===== src/rtl/div_pkg.sv =====
// Shared types and helpers for the iterative restoring divider.
package div_pkg;

  typedef enum logic [1:0] {
    IDLE = 2'd0,
    RUN  = 2'd1,
    DONE = 2'd2
  } div_state_t;

  // Counter must hold the value WIDTH itself, hence WIDTH+1 codes.
  function automatic int cnt_width(input int width);
    return $clog2(width + 1);
  endfunction

endpackage


===== src/rtl/div_step.sv =====
// One restoring-division iteration: shift {P, Qreg} left, trial-subtract B, restore on borrow.
module div_step
  import div_pkg::*;
#(
  parameter int WIDTH = 8
) (
  input  logic [WIDTH:0]   p_i,
  input  logic [WIDTH-1:0] q_i,
  input  logic [WIDTH-1:0] b_i,
  output logic [WIDTH:0]   p_o,
  output logic [WIDTH-1:0] q_o
);

  logic [2*WIDTH:0] cat_s;
  logic [WIDTH:0]   shifted_s;
  logic [WIDTH:0]   trial_s;

  assign cat_s     = {p_i, q_i} << 1;
  assign shifted_s = cat_s[2*WIDTH:WIDTH];
  assign trial_s   = shifted_s - {1'b0, b_i};

  // Keep the trial difference only when it did not borrow.
  always_comb begin
    p_o = shifted_s;
    q_o = cat_s[WIDTH-1:0];
    if (trial_s[WIDTH] == 1'b0) begin
      p_o = trial_s;
      q_o = cat_s[WIDTH-1:0] | {{(WIDTH-1){1'b0}}, 1'b1};
    end else begin
      p_o = shifted_s;
      q_o = cat_s[WIDTH-1:0];
    end
  end

endmodule


===== src/rtl/seq_divider.sv =====
// Iterative unsigned restoring divider, one quotient bit per clock, start/busy/done handshake.
// Optional DIVIDER_ZERO_CHECK_EN: divide-by-zero short-circuits to DONE in one cycle and raises err.
module seq_divider
  import div_pkg::*;
#(
  parameter int WIDTH = 8
) (
  input  logic             clk,
  input  logic             rst,
  input  logic             start,
  input  logic [WIDTH-1:0] A,
  input  logic [WIDTH-1:0] B,
  output logic             busy,
  output logic             done,
  output logic [WIDTH-1:0] Q,
  output logic [WIDTH-1:0] R,
  output logic             err
);

  localparam int CW = cnt_width(WIDTH);
  localparam logic [CW-1:0] CNT_LOAD = CW'(WIDTH);
  localparam logic [CW-1:0] CNT_ONE  = CW'(1);

  div_state_t       state_q;
  logic [CW-1:0]    cnt_q;
  logic [WIDTH:0]   p_q;
  logic [WIDTH-1:0] qr_q;
  logic [WIDTH-1:0] b_q;
  logic             busy_q;
  logic             done_q;
  logic [WIDTH-1:0] q_q;
  logic [WIDTH-1:0] r_q;
  logic [WIDTH:0]   p_d;
  logic [WIDTH-1:0] qr_d;
`ifdef DIVIDER_ZERO_CHECK_EN
  logic             err_q;
`endif

  div_step #(.WIDTH(WIDTH)) u_step (
    .p_i (p_q),
    .q_i (qr_q),
    .b_i (b_q),
    .p_o (p_d),
    .q_o (qr_d)
  );

  // Control FSM, datapath registers and registered handshake/result outputs.
  always_ff @(posedge clk or posedge rst) begin
    if (rst) begin
      state_q <= IDLE;
      cnt_q   <= {CW{1'b0}};
      p_q     <= {(WIDTH+1){1'b0}};
      qr_q    <= {WIDTH{1'b0}};
      b_q     <= {WIDTH{1'b0}};
      busy_q  <= 1'b0;
      done_q  <= 1'b0;
      q_q     <= {WIDTH{1'b0}};
      r_q     <= {WIDTH{1'b0}};
`ifdef DIVIDER_ZERO_CHECK_EN
      err_q   <= 1'b0;
`endif
    end else begin
      case (state_q)
        IDLE, DONE: begin
          done_q <= 1'b0;
          if (start) begin
            qr_q  <= A;
            b_q   <= B;
            p_q   <= {(WIDTH+1){1'b0}};
            cnt_q <= CNT_LOAD;
`ifdef DIVIDER_ZERO_CHECK_EN
            if (B == {WIDTH{1'b0}}) begin
              state_q <= DONE;
              busy_q  <= 1'b0;
              done_q  <= 1'b1;
              q_q     <= {WIDTH{1'b1}};
              r_q     <= A;
              err_q   <= 1'b1;
            end else begin
              state_q <= RUN;
              busy_q  <= 1'b1;
              err_q   <= 1'b0;
            end
`else
            state_q <= RUN;
            busy_q  <= 1'b1;
`endif
          end else begin
            state_q <= IDLE;
            busy_q  <= 1'b0;
          end
        end
        RUN: begin
          // start is deliberately ignored here; results stay untouched until completion.
          p_q   <= p_d;
          qr_q  <= qr_d;
          cnt_q <= cnt_q - CNT_ONE;
          if (cnt_q == CNT_ONE) begin
            state_q <= DONE;
            busy_q  <= 1'b0;
            done_q  <= 1'b1;
            q_q     <= qr_d;
            r_q     <= p_d[WIDTH-1:0];
          end else begin
            state_q <= RUN;
            busy_q  <= 1'b1;
            done_q  <= 1'b0;
          end
        end
        default: begin
          state_q <= IDLE;
          busy_q  <= 1'b0;
          done_q  <= 1'b0;
        end
      endcase
    end
  end

  assign busy = busy_q;
  assign done = done_q;
  assign Q    = q_q;
  assign R    = r_q;
`ifdef DIVIDER_ZERO_CHECK_EN
  assign err  = err_q;
`else
  assign err  = 1'b0;
`endif

endmodule


===== config.mk =====
export PLATFORM = sky130hd
export DESIGN_NAME = seq_divider
export DESIGN_NICKNAME = d
export VERILOG_FILES = /design/src/rtl/div_pkg.sv /design/src/rtl/div_step.sv /design/src/rtl/seq_divider.sv
export SDC_FILE = /design/constraint.sdc
export NUM_CORES = 1
export LEC_CHECK = 0
export ABC_AREA = 0
export CAP_MARGIN = 20
export CORE_ASPECT_RATIO = 1.1
export CORE_MARGIN = 2
export CORE_UTILIZATION = 35
export CTS_CLUSTER_DIAMETER = 150
export DETAILED_ROUTE_END_ITERATION = 10
export GPL_ROUTABILITY_DRIVEN = 0
export GPL_TIMING_DRIVEN = 0
export PLACE_DENSITY = 0.55
export SLEW_MARGIN = 20
export SYNTH_ARGS = -nofsm -noshare
export SYNTH_HDL_FRONTEND = slang
export SYNTH_SLANG_ARGS = --single-unit
export TNS_END_PERCENT = 30

===== constraint.sdc =====
create_clock -name clk -period 4.4 [get_ports clk]
set_input_delay 0.88 -clock clk [delete_from_list [all_inputs] [get_ports clk]]
set_output_delay 0.88 -clock clk [all_outputs]
set_load 0.02 [all_outputs]

Word level (Yosys, flattened, before mapping) --
Cells that the tools add are included.
Word-level totals: bits in registers 48, output and inout port bits 19, word-level logic and storage cells 37
Cells by class: add/sub/neg operators 2, equal/unequal tests 4, multiplexer cells 16, reduce and logical (&&, ||, !) cells 6
Operators with widths (number):
- 8-bit case mux with 2 select lines | 2
- 8-bit two-way mux | 3
- 9-bit by 8-bit subtractor with 9-bit output | 1
- 4-bit case mux with 2 select lines | 1
- 1-bit two-way mux | 6
- 2-bit AND reduction | 3
- 4-bit by 1-bit == test with 1-bit output, second input constant | 1
- 4-bit two-way mux | 1
- 2-bit case mux with 2 select lines | 1
- 4-bit by 1-bit subtractor with 4-bit output, second input constant | 1
- 2-bit by 1-bit == test with 1-bit output, second input constant | 1
- 2-bit == test, second input constant | 1
- 2-bit zero test | 1
- 2-bit two-way mux | 1
- 2-bit != test, second input constant | 1
- 1-bit case mux with 2 select lines | 1
- 2-bit nonzero test | 1
- 2-bit OR reduction | 1

Longest topological paths before layout --
Gate-level depths: netlist (run 1).
depth after elaboration 4, mapped depth 10

By module --
Synthesis (run 1) repeated with hierarchy kept, for this count alone.
Second synthesis, totals: cells, all modules 231, area, all modules 2468.6 um^2
By module, submodules not included:
- seq_divider | times used 1, cells an instance 153, area an instance 1908.1 um^2
- div_step | times used 1, cells an instance 78, area an instance 560.5 um^2

Least setup slack after synthesis (run 1) --
OpenSTA, ideal clock, no wires.
kind reg-to-reg, start point register qr_q[7], end point register r_q[0], in the netlist R[0], setup time 0.125 ns, data arrival time 2.094 ns, required time 4.275 ns, setup slack 2.181 ns, cell stages (with the launch flop) 11, path buffers 1, clock period less this slack 2.219 ns, cell sequence dfrtp_1 inv_1 ha_1 inv_1 fa_1 a211oi_2 o211a_1 o211a_1 buf_6 mux2i_1 mux2_4
On the way: word-level cells in the longest chain between the ends 2
Ends and longest elaborated chain:
- start: declaration | line seq_divider.sv:27 | logic [WIDTH-1:0] qr_q;
- start signal: assignment | line seq_divider.sv:53 | qr_q <= {WIDTH{1'b0}};
- start signal: assignment | line seq_divider.sv:96 | qr_q <= qr_d;
- 9-bit by 8-bit subtractor with 9-bit output | line div_step.sv:20 | assign trial_s = shifted_s - {1'b0, b_i};
- 8-bit two-way mux * | line div_step.sv:26 | if (trial_s[WIDTH] == 1'b0) begin
- end signal: assignment | line seq_divider.sv:58 | r_q <= {WIDTH{1'b0}};
- end signal: assignment | line seq_divider.sv:103 | r_q <= p_d[WIDTH-1:0];
- end: declaration | line seq_divider.sv:32 | logic [WIDTH-1:0] r_q;
Every way passes the cells marked *; elsewhere a longest branch is shown, timed or not. A chain may end at the register's enable or synchronous reset.

Worst setup path in the final report (run 1) --
start point register qr_q[7], end point register p_q[2]
On the way: word-level cells in the longest chain between the ends 3
Ends and longest elaborated chain:
- 9-bit by 8-bit subtractor with 9-bit output | line div_step.sv:20
- 8-bit two-way mux | line div_step.sv:26
- 8-bit case mux with 2 select lines | line seq_divider.sv:63 | case (state_q)
- end signal: assignment | line seq_divider.sv:52 | p_q <= {(WIDTH+1){1'b0}};
- end signal: assignment | line seq_divider.sv:69 | p_q <= {(WIDTH+1){1'b0}};
- end signal: assignment | line seq_divider.sv:95 | p_q <= p_d;
- end: declaration | line seq_divider.sv:26 | logic [WIDTH:0] p_q;
Every way passes these cells.

==> impl_metrics.json, run 1 <==
{
  "antenna_cells": 0,
  "powerDensity_nw_per_um2": 873,
  "wirelength_mm": 5.32,
  "first_pass_iters": 4,
  "setup_viol": 0,
  "internal_power_mw": 1.41,
  "antenna_left": 0,
  "avgSynthCellArea_sq_um": 9.64,
  "fin_total_pwr_mw": 2.55,
  "final_cell_mix": "nand2_1 (59), dfrtp_1 (47), clkdlybuf4s50_1 (36)",
  "die_area_sq_um": 7310,
  "p_sw_frac": 0.448,
  "synth-xor-area-share": 0.0151,
  "grt_remaining_overflow": 0,
  "synth_largest_area_cell": "dfrtp_1",
  "fp.dieH_um": 89.5,
  "critPathMaxStageDelay_ns": 0.42,
  "start_util": 0.357,
  "crit_slowest_cell": "fa_1",
  "synth_edf_count": 0,
  "synth-seq-cells": 47,
  "maxCapViolCount": 0,
  "crit_buf_inv": 3,
  "clk_latency_ns": 0.30,
  "cp-start-kind": "register",
  "rows": 31,
  "cts_tree": "done",
  "cts_sinks": 47,
  "p_switching_mw": 1.14,
  "synthSimpleGateAreaFrac": 0.149,
  "cts-root-buf": "clkbuf_8",
  "layout.nets": 316,
  "grt_start_max_net_pins": 27,
  "p_comb_frac": 0.595,
  "multi_input_area_sq_um": 1030,
  "power_frac_seq": 0.305,
  "drive_gt1_frac": 0.0662,
  "worst_slew_pin_slew_ns": 0.670,
  "peakVddDrop_mv": 0.344,
  "holdCritPathClass": "reg2reg",
  "synthAdderAreaFrac": 0.0625,
  "grt_antenna_before_repair": 0,
  "synthCells": 241,
  "slew_headroom": 0.551,
  "synthFlopType": "dfrtp_1",
  "timing_hold_violations_final": 0,
  "crit_fanout": 8,
  "syn_to_final_growth_pct": 25.5,
  "synth_area_sq_um": 2320,
  "rsz0062_at_grt": "no",
  "final_common_cell": "nand2_1",
  "register_area_sq_um": 1180,
  "ys_warn_count": 0,
  "arrival_ns": 2.67,
  "setup_tns_ns": 0,
  "cts_resized": 0,
  "drcViolationCount": 0,
  "grt_pass1_wl_mm": 9.03,
  "num-fill-cells": 655,
  "end_kind": "register",
  "muxShareOfSynthArea": 0.0415,
  "whs_ns": 0.479,
  "synth_compound_area_frac": 0.175,
  "p_clk_frac": 0.100,
  "cts_made_buffers": 5,
  "ctsHoldBuffers": 0,
  "die_w_um": 81.7,
  "ctsHtreeMaxLevel": 2,
  "worst_clock_skew_ns": 0.00548,
  "postSynth.asyncResetShare": 1.00,
  "io_pins": 38,
  "fin_crit_ns": 2.50,
  "period_share": 0.569,
  "synth_fp_nets": 271,
  "core_sq_um": 6520,
  "synth-seq-area-share": 0.506,
  "grt_pass1_vias": 1812,
  "vias_per_cell": 4.97,
  "max_freq_mhz": 400,
  "synth_top_area_share": 0.506,
  "post-dp-hpwl_mm": 3.92,
  "outcome": "finished, final reports clean",
  "synthTopCellsByArea": "dfrtp_1 (51%), nand2_1 (9.5%), o21ai_0 (5.8%)",
  "critical_path_required_ns": 4.57,
  "path_class": "reg2reg",
  "synth_top_family_by_area": "compound AO/OA/AOI/OAI gates",
  "clk_path_buf_depth": 2,
  "fin_util": 0.447,
  "cts_setup_buffers": 0,
  "p_leak_nw": 1.33,
  "drt_iter0_drc": 129,
  "vias": 1833,
  "grt_use_total": 0.164,
  "wl_per_cell_um": 14.4,
  "numPortBuffers": 36,
  "report.final.slew_viol_count": 0,
  "worstPathCellList": "inv_1, ha_1, inv_1, fa_1, a211oi_2, o211a_1, o211a_1, buf_6, mux2i_1, o21ai_0",
  "crit_family": "compound AO/OA/AOI/OAI gates",
  "synthDistinctLibCells": 44,
  "cts.clk_slew.worst_paths_ns": 0.08
}
## cell usage after synthesis (2+ instances only)
cell and number:
nand2b_1 2, nor2_1 6, inv_1 15, a21oi_1 5
a32oi_1 2, o211a_1 2, o31ai_1 2, clkbuf_1 9
a31oi_1 2, o211ai_1 2, a22oi_1 7, nand2_1 59
a211oi_1 3, xor2_1 4, o21ai_0 27, dfrtp_1 47
nor3_1 4, ha_1 10, nor2b_1 2, mux2i_1 7
## power groups by stage
stage / Sequential, mW / Clock [mW] / Combinational, mW
2_1_floorplan: 0.841 / 0 / 1.01
3_3_place_gp: 0.782 / 0 / 1.50
3_5_place_dp: 0.785 / 0 / 1.53
4_1_cts: 0.777 / 0.264 / 1.54
5_1_grt: 0.804 / 0.279 / 1.73
6_report: 0.775 / 0.255 / 1.52
## metal layers
layer	share of wire	GRT usage
met5	0	0
met3	0.032	0.0273
met1	0.47	0.236
met4	0.014	0.0500
met2	0.48	0.255
## path summary, 6_finish.rpt
kind,from,end,slack [ns],cells past startpoint
setup / recovery,qr_q[7]$_DFFE_PP0P_,p_q[2]$_DFFE_PP0P_,1.90,10
hold / removal,Q[6]$_DFFE_PP0P_,Q[6]$_DFFE_PP0P_,0.48,2
setup reg to reg,qr_q[7]$_DFFE_PP0P_,p_q[2]$_DFFE_PP0P_,1.90,10
hold reg to reg,Q[6]$_DFFE_PP0P_,Q[6]$_DFFE_PP0P_,0.48,2
max in group asynchronous,rst,cnt_q[3]$_DFFE_PP0P_,3.07,4
min in group asynchronous,rst,b_q[7]$_DFFE_PP0P_,0.78,2
## worst register-to-register path: cells and delay by family (launching register included)
kind | cells | cell delay (ns)
buf+inv | 3 | 0.29
fa+ha+maj | 2 | 0.58
mux | 1 | 0.31
compound gates | 4 | 0.84
flops | 1 | 0.37
## cells by family (layout without fill, tap and decap cells)
logic type | count (synthesis) | in the layout
simple gates | 81 | 81
mux | 9 | 9
buf+inv | 27 | 73
flops | 47 | 47
xor+xnor | 4 | 4
other cells | 1 | 1
compound gates | 61 | 61
fa+ha+maj | 11 | 11
## through the flow
stage	instance area (sq um)	setup WS [ns]	instances
floorplan	2320	2.18	241
global placement	2790	1.35	359
detailed placement	2830	1.54	361
CTS	2920	1.86	369
global route	2920	1.63	369
finish	2920	1.90	369
## final cells by class
class	instances	share of cell area
sequential	47	0.403
multi-input combinational	167	0.355
timing repair buffer	38	0.140
tap	82	0.0352
clock buffer	7	0.0262
buffer	12	0.0197
inverter	15	0.0193
clock inverter	1	0.00172
## flip-flops by register name, summed over array words and instances, names as in the netlist
register  flops
qr_q          8
Q             8
b_q           8
done          1
p_q           8
state_q       2
R             8
cnt_q         4
Power figures use the tool's default switching activity.
==> run 2, diff against run 1 <==
- clock period: 4.4 -> 2.4 ns (I/O delays scaled with it)
==> impl_metrics.json, run 2 (synthesized netlist as in run 1, its figures left out) <==
{
  "outcome": "finished, final reports clean",
  "setup_viol": 0,
  "first_pass_iters": 6,
  "final_cell_mix": "nand2_1 (59), dfrtp_1 (47), clkdlybuf4s50_1 (36)",
  "wirelength_mm": 5.49,
  "grt_antenna_before_repair": 0,
  "period_share": 0.982,
  "drcViolationCount": 0,
  "post-dp-hpwl_mm": 3.92,
  "die_area_sq_um": 7310,
  "crit_fanout": 8,
  "clk_path_buf_depth": 2,
  "grt_pass1_vias": 1870,
  "syn_to_final_growth_pct": 32.1,
  "slew_headroom": 0.611,
  "grt_start_max_net_pins": 27,
  "rrSetupSlack_ns": 0.04,
  "worst_slew_pin_slew_ns": 0.581,
  "grt_remaining_overflow": 0,
  "numPortBuffers": 36,
  "ctsHtreeMaxLevel": 2,
  "drt_iter0_drc": 118,
  "path_class": "reg2reg",
  "final_common_cell": "nand2_1",
  "io_pins": 38,
  "cts_tree": "done",
  "antenna_left": 0,
  "max_freq_mhz": 424,
  "crit_slowest_cell": "fa_2",
  "setup_tns_ns": 0,
  "maxCapViolCount": 0,
  "core_sq_um": 6520,
  "cts_sinks": 47,
  "worstPathCellList": "inv_2, ha_4, inv_2, fa_2, a211oi_4, o211a_1, o211a_1, buf_12, mux2i_4, mux2_4",
  "end_kind": "register",
  "cp-start-kind": "register",
  "timing_hold_violations_final": 0,
  "rows": 31,
  "report.final.slew_viol_count": 0,
  "rsz0062_at_grt": "yes",
  "start_util": 0.357,
  "critPathMaxStageDelay_ns": 0.39,
  "rr_startpoint": "qr_q[7]$_DFFE_PP0P_",
  "fin_util": 0.471,
  "antenna_cells": 0,
  "worst_clock_skew_ns": 0.00681,
  "arrival_ns": 2.60,
  "grt_pass1_wl_mm": 9.27,
  "register_area_sq_um": 1180,
  "r2r_end": "R[0]$_DFFE_PP0P_",
  "multi_input_area_sq_um": 1140,
  "fin_crit_ns": 2.36,
  "grt_use_total": 0.169,
  "clk_latency_ns": 0.30,
  "layout.nets": 321,
  "num-fill-cells": 634,
  "cts-root-buf": "clkbuf_8",
  "vias": 1864,
  "holdCritPathClass": "in2async",
  "fp.dieH_um": 89.5,
  "critical_path_required_ns": 2.64,
  "wl_per_cell_um": 14.7,
  "vias_per_cell": 4.98,
  "drive_gt1_frac": 0.123,
  "cts.clk_slew.worst_paths_ns": 0.09,
  "cts_made_buffers": 5,
  "crit_end": "R[0]$_DFFE_PP0P_",
  "r2r_cells": 10,
  "crit_start": "qr_q[7]$_DFFE_PP0P_",
  "die_w_um": 81.7
}
run 2: stage by stage:
stage	cell area, sq um	hold WS [ns]	setup slack, ns	std cells
after floorplan	2320	0.458	0.181	241
after global placement	2790	0.464	-0.247	359
after detailed placement	2830	0.461	-0.110	361
after CTS	3020	0.374	0.000637	371
after global routing	3070	0.404	-0.0649	374
final	3070	0.379	0.0442	374
run 2: worst min-delay path by stage:
stage	end	slack (ns)	cells after the start
6_report	b_q[7]$_DFFE_PP0P_	0.38	2
3_3_place_gp	Q[4]$_DFFE_PP0P_	0.46	2
2_1_floorplan	cnt_q[3]$_DFFE_PP0P_	0.46	1
5_1_grt	b_q[7]$_DFFE_PP0P_	0.40	2
4_1_cts	b_q[7]$_DFFE_PP0P_	0.37	2
3_5_place_dp	Q[7]$_DFFE_PP0P_	0.46	2
run 2: timing repair:
item,CTS,global route
pin swaps,3,7
buffers inserted,2,3
gates resized for setup,17,13
endpoints found under the setup margin,15,16
hold buffers,0,0
run 2: area by class of cell:
| cell class | instances | share of cell area |
|---|---|---|
| Sequential cell | 47 | 0.383 |
| Multi-Input combinational cell | 167 | 0.372 |
| Timing Repair Buffer | 43 | 0.145 |
| Tap cell | 82 | 0.0334 |
| Clock buffer | 7 | 0.0249 |
| Buffer | 12 | 0.0216 |
| Inverter | 15 | 0.0183 |
| Clock inverter | 1 | 0.00163 |
run 2: critical path: cells and delay by family, from the launching register on:
kind | cells | cell delay (ns)
compound gates | 3 | 0.68
fa+ha+maj | 2 | 0.52
buf+inv | 3 | 0.28
flops | 1 | 0.38
mux | 2 | 0.42
run 2: metal layers:
| metal | global-route usage | share of wire | vias to the layer above |
|---|---|---|---|
| met1 | 0.236 | 0.45 | 892 |
| met5 | 0 | 0 | - |
| met2 | 0.265 | 0.50 | 35 |
| li1 | - | - | 929 |
| met4 | 0.0606 | 0.017 | 0 |
| met3 | 0.0293 | 0.034 | 8 |
Power of run 2 is not shown: default switching activity piles up to over one toggle a cycle in this logic, so the estimate is an artifact.
==> run 3, diff against run 2 <==
- RECOVER_POWER: not set -> 100
==> impl_metrics.json, run 3 (synthesized netlist as in run 1, its figures left out) <==
{
  "outcome": "finished, final reports clean",
  "num-fill-cells": 635,
  "start_util": 0.357,
  "core_sq_um": 6520,
  "grt_antenna_before_repair": 0,
  "antenna_cells": 0,
  "wirelength_mm": 5.44,
  "end_kind": "register",
  "max_freq_mhz": 424,
  "drcViolationCount": 0,
  "path_class": "reg2reg",
  "cts-root-buf": "clkbuf_8",
  "rr_startpoint": "qr_q[7]$_DFFE_PP0P_",
  "antenna_left": 0,
  "slew_headroom": 0.139,
  "cp-start-kind": "register",
  "rows": 31,
  "io_pins": 38,
  "cts.clk_slew.worst_paths_ns": 0.08,
  "whs_ns": 0.473,
  "clk_latency_ns": 0.30,
  "critical_path_required_ns": 2.64,
  "r2r_cells": 10,
  "timing_hold_violations_final": 0,
  "grt_start_max_net_pins": 27,
  "holdCritPathClass": "reg2reg",
  "rrSetupSlack_ns": 0.04,
  "hold_path_startpoint": "Q[6]$_DFFE_PP0P_",
  "grt_use_total": 0.169,
  "hold_end": "Q[6]$_DFFE_PP0P_",
  "crit_fanout": 8,
  "worst_clock_skew_ns": 0.00599,
  "syn_to_final_growth_pct": 31.6,
  "clk_path_buf_depth": 2,
  "grt_remaining_overflow": 0,
  "holdPathStages": 2,
  "numPortBuffers": 36,
  "arrival_ns": 2.60,
  "grt_pass1_vias": 1870,
  "grt_pass1_wl_mm": 9.27,
  "die_area_sq_um": 7310,
  "first_pass_iters": 6,
  "cts_made_buffers": 5,
  "drt_iter0_drc": 112,
  "vias": 1860,
  "multi_input_area_sq_um": 1140,
  "die_w_um": 81.7,
  "setup_viol": 0,
  "report.final.slew_viol_count": 0,
  "fp.dieH_um": 89.5,
  "final_common_cell": "nand2_1",
  "wl_per_cell_um": 14.6,
  "fin_crit_ns": 2.36,
  "vias_per_cell": 4.97,
  "ctsHtreeMaxLevel": 2,
  "worst_slew_pin_slew_ns": 1.29,
  "r2r_end": "R[0]$_DFFE_PP0P_",
  "cts_tree": "done",
  "final_cell_mix": "nand2_1 (59), dfrtp_1 (47), o21ai_0 (19), dlygate4sd3_1 (19), clkdlybuf4s50_1 (17)",
  "layout.nets": 321,
  "post-dp-hpwl_mm": 3.92,
  "cts_sinks": 47,
  "rsz0062_at_grt": "yes",
  "drive_gt1_frac": 0.110,
  "period_share": 0.982,
  "maxCapViolCount": 0,
  "register_area_sq_um": 1180
}
==> run 3: per-stage QoR <==
step	utilization	std cells	instance area (sq um)	setup TNS, ns	worst slack (ns)
after global routing	0.469	374	3060	-0.614	-0.0649
after floorplan	-	241	2320	0	0.181
final	0.469	374	3060	0	0.0422
after detailed placement	0.435	361	2830	-1.13	-0.110
after global placement	0.428	359	2790	-12.23	-0.247
after CTS	0.464	371	3020	0	0.000637
==> run 3: what timing repair did <==
action / in CTS / in global routing
setup endpoints to repair: 15 / 16
pin swaps: 3 / 7
buffers inserted: 2 / 3
hold buffers: 0 / 0
gates resized for setup: 17 / 13
==> run 3: how the worst max path moves through the flow <==
stage,startpoint,end,cells past startpoint
floorplan,qr_q[7]$_DFFE_PP0P_,R[0]$_DFFE_PP0P_,10
global placement,rst,cnt_q[2]$_DFFE_PP0P_,2
detailed placement,qr_q[7]$_DFFE_PP0P_,p_q[2]$_DFFE_PP0P_,10
CTS,qr_q[7]$_DFFE_PP0P_,p_q[2]$_DFFE_PP0P_,10
global route,qr_q[7]$_DFFE_PP0P_,R[2]$_DFFE_PP0P_,10
finish,qr_q[7]$_DFFE_PP0P_,R[0]$_DFFE_PP0P_,10
==> run 3: per-layer routing <==
layer | vias to the layer above | global-route usage | part of all wire | routed length [um]
met5 | - | 0 | 0 | 0
met4 | 0 | 0.0606 | 0.017 | 95
met3 | 8 | 0.0293 | 0.030 | 162
met2 | 27 | 0.265 | 0.50 | 2710
met1 | 891 | 0.236 | 0.45 | 2470
li1 | 934 | - | - | -
==> run 3: area by class of cell <==
class	count	area share
Multi-Input combinational cell	167	0.374
Inverter	15	0.0184
Clock inverter	1	0.00164
Clock buffer	7	0.0250
Timing Repair Buffer	43	0.142
Tap cell	82	0.0336
Buffer	12	0.0213
Sequential cell	47	0.385
==> run 3: worst max-delay path, cell delays in order (launching register included) <==
cell      delay [ns]
dfrtp_1         0.38
inv_2           0.08
ha_4            0.13
inv_2           0.03
fa_2            0.39
a211oi_4        0.28
o211a_1         0.22
o211a_1         0.18
buf_12          0.17
mux2i_4         0.25
mux2_4          0.17
Power of run 3 is left out for the same reason.
